[src/rtl/sm4_encryptor.sv]
// sm4_encryptor: shared width constants for the SM4 datapath.
//   group_size_p : block / key width in bits
//   word_width_p : width of one SM4 word (one round key, one state word)
package sm4_encryptor;
    localparam int group_size_p = 128;
    localparam int word_width_p = 32;
endpackage

[src/rtl/sm4_round_sequencer.sv]
// sm4_round_sequencer: drives a shared SM4 turn_transform through the
// 32-round key expansion and the 32-round encrypt/decrypt iteration, and
// keeps the expanded round keys for later blocks.
//
// Ports
//   clk_i, reset_i          clock, synchronous active-high reset
//   key_v_i/key_i           master key in; accepted when key_ready_o=1
//   key_ready_o             high only while idle
//   data_v_i/data_i         block in; accepted when ready_o=1
//   decrypt_i               sampled with the block; 1 selects decryption
//   ready_o                 idle, keys expanded and no key load pending
//   v_o/data_o/yumi_i       result out; held until yumi_i
//   keys_valid_o            round-key store holds a completed expansion
//   tt_i_o/tt_is_key_o      turn_transform input word group and mode
//   tt_rkey_o/tt_o_i        turn_transform round key / result word
//
// state   | meaning
// IDLE    | waiting for a key load or a block
// KEY_EXP | 32 key-expansion rounds, writing rk[rnd]
// CRYPT   | 32 cipher rounds using the stored round keys
// DONE    | result presented on data_o until yumi_i
module sm4_round_sequencer
    import sm4_encryptor::*;
(
    input  logic                    clk_i,
    input  logic                    reset_i,
    input  logic                    key_v_i,
    input  logic [group_size_p-1:0] key_i,
    output logic                    key_ready_o,
    input  logic                    data_v_i,
    input  logic [group_size_p-1:0] data_i,
    input  logic                    decrypt_i,
    output logic                    ready_o,
    output logic                    v_o,
    output logic [group_size_p-1:0] data_o,
    input  logic                    yumi_i,
    output logic                    keys_valid_o,
    output logic [group_size_p-1:0] tt_i_o,
    output logic                    tt_is_key_o,
    output logic [word_width_p-1:0] tt_rkey_o,
    input  logic [word_width_p-1:0] tt_o_i
);

    localparam logic [1:0] IDLE    = 2'd0;
    localparam logic [1:0] KEY_EXP = 2'd1;
    localparam logic [1:0] CRYPT   = 2'd2;
    localparam logic [1:0] DONE    = 2'd3;

    localparam logic [word_width_p-1:0] FK0 = 32'hA3B1BAC6;
    localparam logic [word_width_p-1:0] FK1 = 32'h56AA3350;
    localparam logic [word_width_p-1:0] FK2 = 32'h677D9197;
    localparam logic [word_width_p-1:0] FK3 = 32'hB27022DC;

    logic [1:0]              state_r;
    logic [4:0]              rnd_r;
    logic [word_width_p-1:0] s0_r, s1_r, s2_r, s3_r;
    logic                    keys_valid_r;
    logic                    dec_r;
    logic [word_width_p-1:0] rk_r [32];

    logic                    last_rnd;
    logic [7:0]              ck_b0;
    logic [word_width_p-1:0] ck;
    logic [4:0]              rk_idx;

    assign last_rnd = (rnd_r == 5'd31);

    // CK[i] byte j = (4i+j)*7 mod 256; bytes 1..3 are byte 0 plus 7, 14, 21.
    assign ck_b0 = {1'b0, rnd_r, 2'b00} * 8'd7;
    assign ck    = {ck_b0, ck_b0 + 8'd7, ck_b0 + 8'd14, ck_b0 + 8'd21};

    // Decryption walks the same schedule backwards: 31-rnd == ~rnd in 5 bits.
    assign rk_idx = dec_r ? ~rnd_r : rnd_r;

    assign key_ready_o  = (state_r == IDLE);
    assign ready_o      = (state_r == IDLE) & keys_valid_r & ~key_v_i;
    assign v_o          = (state_r == DONE);
    assign data_o       = {s3_r, s2_r, s1_r, s0_r};
    assign tt_i_o       = {s3_r, s2_r, s1_r, s0_r};
    assign tt_is_key_o  = (state_r == KEY_EXP);
    assign keys_valid_o = keys_valid_r;

    always_comb begin
        tt_rkey_o = '0;
        case (state_r)
            KEY_EXP: tt_rkey_o = ck;
            CRYPT:   tt_rkey_o = rk_r[rk_idx];
            default: tt_rkey_o = '0;
        endcase
    end

    always_ff @(posedge clk_i) begin
        if (reset_i) begin
            state_r      <= IDLE;
            rnd_r        <= '0;
            s0_r         <= '0;
            s1_r         <= '0;
            s2_r         <= '0;
            s3_r         <= '0;
            keys_valid_r <= 1'b0;
            dec_r        <= 1'b0;
        end else begin
            case (state_r)
                IDLE: begin
                    if (key_v_i) begin
                        s0_r         <= key_i[127:96] ^ FK0;
                        s1_r         <= key_i[95:64]  ^ FK1;
                        s2_r         <= key_i[63:32]  ^ FK2;
                        s3_r         <= key_i[31:0]   ^ FK3;
                        keys_valid_r <= 1'b0;
                        rnd_r        <= '0;
                        state_r      <= KEY_EXP;
                    end else if (data_v_i && keys_valid_r) begin
                        s0_r    <= data_i[127:96];
                        s1_r    <= data_i[95:64];
                        s2_r    <= data_i[63:32];
                        s3_r    <= data_i[31:0];
                        dec_r   <= decrypt_i;
                        rnd_r   <= '0;
                        state_r <= CRYPT;
                    end
                end
                KEY_EXP, CRYPT: begin
                    s0_r  <= s1_r;
                    s1_r  <= s2_r;
                    s2_r  <= s3_r;
                    s3_r  <= tt_o_i;
                    // 5-bit increment returns rnd to 0 exactly on the exit round.
                    rnd_r <= rnd_r + 5'd1;
                    if (last_rnd) begin
                        if (state_r == KEY_EXP) begin
                            keys_valid_r <= 1'b1;
                            state_r      <= IDLE;
                        end else begin
                            state_r <= DONE;
                        end
                    end
                end
                DONE: begin
                    if (yumi_i) state_r <= IDLE;
                end
                default: state_r <= IDLE;
            endcase
        end
    end

    // Round-key store is deliberately not reset; keys_valid_r guards its use.
    always_ff @(posedge clk_i) begin
        if (!reset_i && state_r == KEY_EXP) rk_r[rnd_r] <= tt_o_i;
    end

endmodule

[config.mk]
export PLATFORM = sky130hd
export DESIGN_NAME = sm4_round_sequencer
export DESIGN_NICKNAME = d
export VERILOG_FILES = /design/src/rtl/sm4_encryptor.sv /design/src/rtl/sm4_round_sequencer.sv
export SDC_FILE = /design/constraint.sdc
export NUM_CORES = 2
export LEC_CHECK = 0
export CAP_MARGIN = 5
export CORE_UTILIZATION = 45
export CTS_CLUSTER_DIAMETER = 60
export DETAILED_ROUTE_END_ITERATION = 6
export PLACE_DENSITY_LB_ADDON = 0.3
export SLEW_MARGIN = 25
export SYNTH_ARGS = -nofsm -noshare
export SYNTH_HDL_FRONTEND = slang
export SYNTH_SLANG_ARGS = --single-unit
export TNS_END_PERCENT = 10
[constraint.sdc]
create_clock -name clk_i -period 4.5 [get_ports clk_i]
set_input_delay 0.9 -clock clk_i [delete_from_list [all_inputs] [get_ports clk_i]]
set_output_delay 0.9 -clock clk_i [all_outputs]
set_load 0.005 [all_outputs]
==> run summary <==
Status: finished, violations left
Failing checks: setup timing
Final setup margin: -0.1822 ns
Post-synthesis sequential area ratio: 63.31%
Slew HR: 28.62%
Worst path required time: 3.60 ns
DR vias: 40370
Synth Flop Type: edfxtp_1
Io pins: 587
DP Cell Count: 5922
Hold Path Stages: 2
Synthesized area per cell: 13.20 um2
PortBufs: 586
Final ANT Viol Nets: 0
Total CTS buffers: 130
# rows: 125
DRC: 0
Cell Area, Synth: 0.05290 mm2
Yosys reg bits: 1161
CP Launch Type: flop
Comb power frac: 30.6%
Sum Neg Setup Slack: -0.8670 ns
HPWL after DPL: 142.5 mm
Clk sinks: 1161
Global route overflow: 0
Hold Fails Final Rpt: 0
Switch share: 33.43%
Final core utilization: 56.89%
GRT Resource Usage Total: 35.28%
Clock power share: 31.2%
Worst Setup End Kind: primary output
Worst Reg-to-Reg Cells: 7
Crit path max fanout: 10
Routed Wire Length: 214.8 mm
Area of the core: 0.1164 mm2
Vias/cell: 6.488
Initial antenna violation count: 34
Die Height: 344.9 um
Largest net degree at the start of global routing: 220
Library cells used by synthesis: 82
Clk_lat worst skew: 0.75 ns
Layout Cells excl Fill: 6222
Area growth from synthesis to layout: 25.14%
# setup viols final: 14
Max Cap Viol: 0
Yosys warnings: 0
Hold Path Class: flop to flop
Longest Clk Path Bufs: 3
Fmax: 213.6 MHz
Psw: 11450 uW
Initial Util: 45.46%
Reg clk slew, reported paths: 0.06 ns
Worst slew pin tran: 1.067 ns
Final nets: 4899
Synth async-reset ratio: 0%
CP Class: flop to primary output
Htree depth: 4
Avg WL per Cell: 34.52 um
Worst Clk Skew: 0.03247 ns
Vias in the first global route: 37580
CTS tree: yes
Worst Path Arrival: 3.78 ns
Routability-driven placement congestion ratio: 0.9978
Crit share post-route: 104.0%
First DRT Iteration DRCs: 6558
Syn nets: 4328
Internal: 22800 uW
Layout cells sized above 1: 15.03%
Clk root buf: clkbuf_16
Min cycle time layout: 4.682 ns
Leak: 0.02202 uW
VDD IR max: 801.3 uV
Post-Synthesis Cells: 4008
Post-synth EDFFs: 1024
First-pass GRT wire length: 291.5 mm
Unrepaired setup endpoints after global routing: true
Slew Limit Fails: 0
Die ar.: 0.1189 mm2
Drt pass-1 iters: 7
Overall power: 34250 uW
Power Dens Cells: 517.3 mW/mm2
Die width: 344.9 um
Power share of the sequential group: 38.2%
-- cell type report --
| type | count | area, um2 |
|---|---|---|
| sequential | 1161 | 33510 |
| timing repair buffer | 861 | 8895 |
| clock inverter | 68 | 747.0 |
| inverter | 78 | 295.3 |
| clock buffer | 162 | 3490 |
| tap | 1524 | 1907 |
| antenna | 21 | 52.55 |
| multi-input combinational | 2347 | 17310 |
| fill | 9341 | 50160 |
-- layer usage --
metal / routed length (um) / track usage (%)
met5: 918 / 4.367
met2: 94140 / 51.49
met3: 32290 / 14.54
met1: 76200 / 44.99
met4: 11260 / 17.10
-- sequential cells by signal, summed over array words and instances (netlist names) --
register,count
rk_r,1024
s0_r,32
s1_r,32
s2_r,32
s3_r,32
rnd_r,5
state_r,2
dec_r,1
keys_valid_o,1
-- synth_stat cells (14+ instances only) --
library cell	n	share of area, %
o21ai_0	296	2.8
nand2b_1	16	0.19
ha_1	21	0.50
o221ai_1	23	0.38
mux2i_1	405	7.7
a21oi_1	216	2.0
a222oi_1	35	0.66
inv_1	77	0.55
edfxtp_1	1024	58
buf_4	160	2.3
buf_2	61	0.58
a221oi_1	107	1.8
buf_1	20	0.14
o211ai_1	16	0.23
nand3_1	19	0.18
mux4_2	96	4.1
dfxtp_1	137	5.2
a22oi_1	43	0.61
or3_1	15	0.18
or2_2	14	0.17
clkbuf_1	163	1.2
nor4_1	14	0.17
o22ai_1	145	1.7
nand2_1	542	3.8
nor2_1	106	0.75
nor3_1	17	0.16
-- through the flow --
stage                     area [um2]  worst slack (ns)  hold WS (ns)
after detailed placement       60860            0.1112        0.4701
after global placement         60870            0.1114        0.4673
after CTS                      66000           -0.1956        0.4803
after global routing           66180           -0.2179        0.4993
after floorplan                52900            0.7690        0.4658
final                          66200           -0.1822        0.4822
-- critical path: stages (launching register included) --
cell and delay [ns]:
dfxtp_4 0.43, buf_12 0.15, buf_12 0.13, and2b_2 0.30, nand2_1 0.28, buf_4 0.29
o22ai_1 0.11, a2111oi_0 0.50, o32a_1 0.24, o21ai_2 0.13, clkdlybuf4s50_1 0.48
-- cell usage in the layout, fill, tap and decap left out, drive strengths merged, types with 14 or more instances in the layout --
cell type,netlist,layout
clkdlybuf4s50,0,559
clkinv,1,38
nor3,18,18
a22oi,43,43
dfxtp,137,137
edfxtp,1024,1024
or3,15,15
diode,0,21
nor4,14,14
nand2,542,542
nor2,107,107
inv,77,89
or2,15,15
buf,260,277
clkbuf,163,164
o211ai,16,16
o21ai,301,301
a221oi,108,108
nand3,19,19
a222oi,35,35
o22ai,145,145
ha,21,21
a21oi,216,216
o221ai,23,23
mux4,97,97
mux2i,405,405
nand2b,16,16
-- power groups by stage --
stage	sequential, uW	clock (uW)	combinational [uW]
after floorplan	12800	0	5460
final	13100	10700	10500
after CTS	13000	10700	10100
after global routing	13100	11100	10900
after detailed placement	13200	0	9570
after global placement	13200	0	9480
-- what timing repair did --
action / 4_1_cts / 5_1_grt
cloned: 11 / 0
hold buffers: 0 / 0
resized for setup: 128 / 25
hold endpoints to repair: 0 / 0
setup endpoints to repair: 32 / 30
pin swaps: 24 / 17
buffers inserted: 27 / 11
-- logic make-up after synthesis --
kind of cell,Yosys count,share of synthesized area [%]
buf+inv,501,5.217
flops,1161,63.31
xor+xnor,21,0.4257
compound gates,983,11.83
mux,514,12.05
fa+ha+maj,26,0.6859
simple gates,802,6.483
-- worst paths after layout --
check,endpoint,slack (ns),from
min reg2reg,s0_r[1]$_SDFFE_PP0P_,0.48,s0_r[1]$_SDFFE_PP0P_
max,tt_rkey_o[5],-0.18,dec_r$_SDFFE_PP0P_
min,s0_r[1]$_SDFFE_PP0P_,0.48,s0_r[1]$_SDFFE_PP0P_
max reg2reg,rk_r[7][11]$_DFFE_PP_,0.65,state_r[1]$_SDFFE_PP0P_
Note: power is estimated with default switching activity, not from simulation.
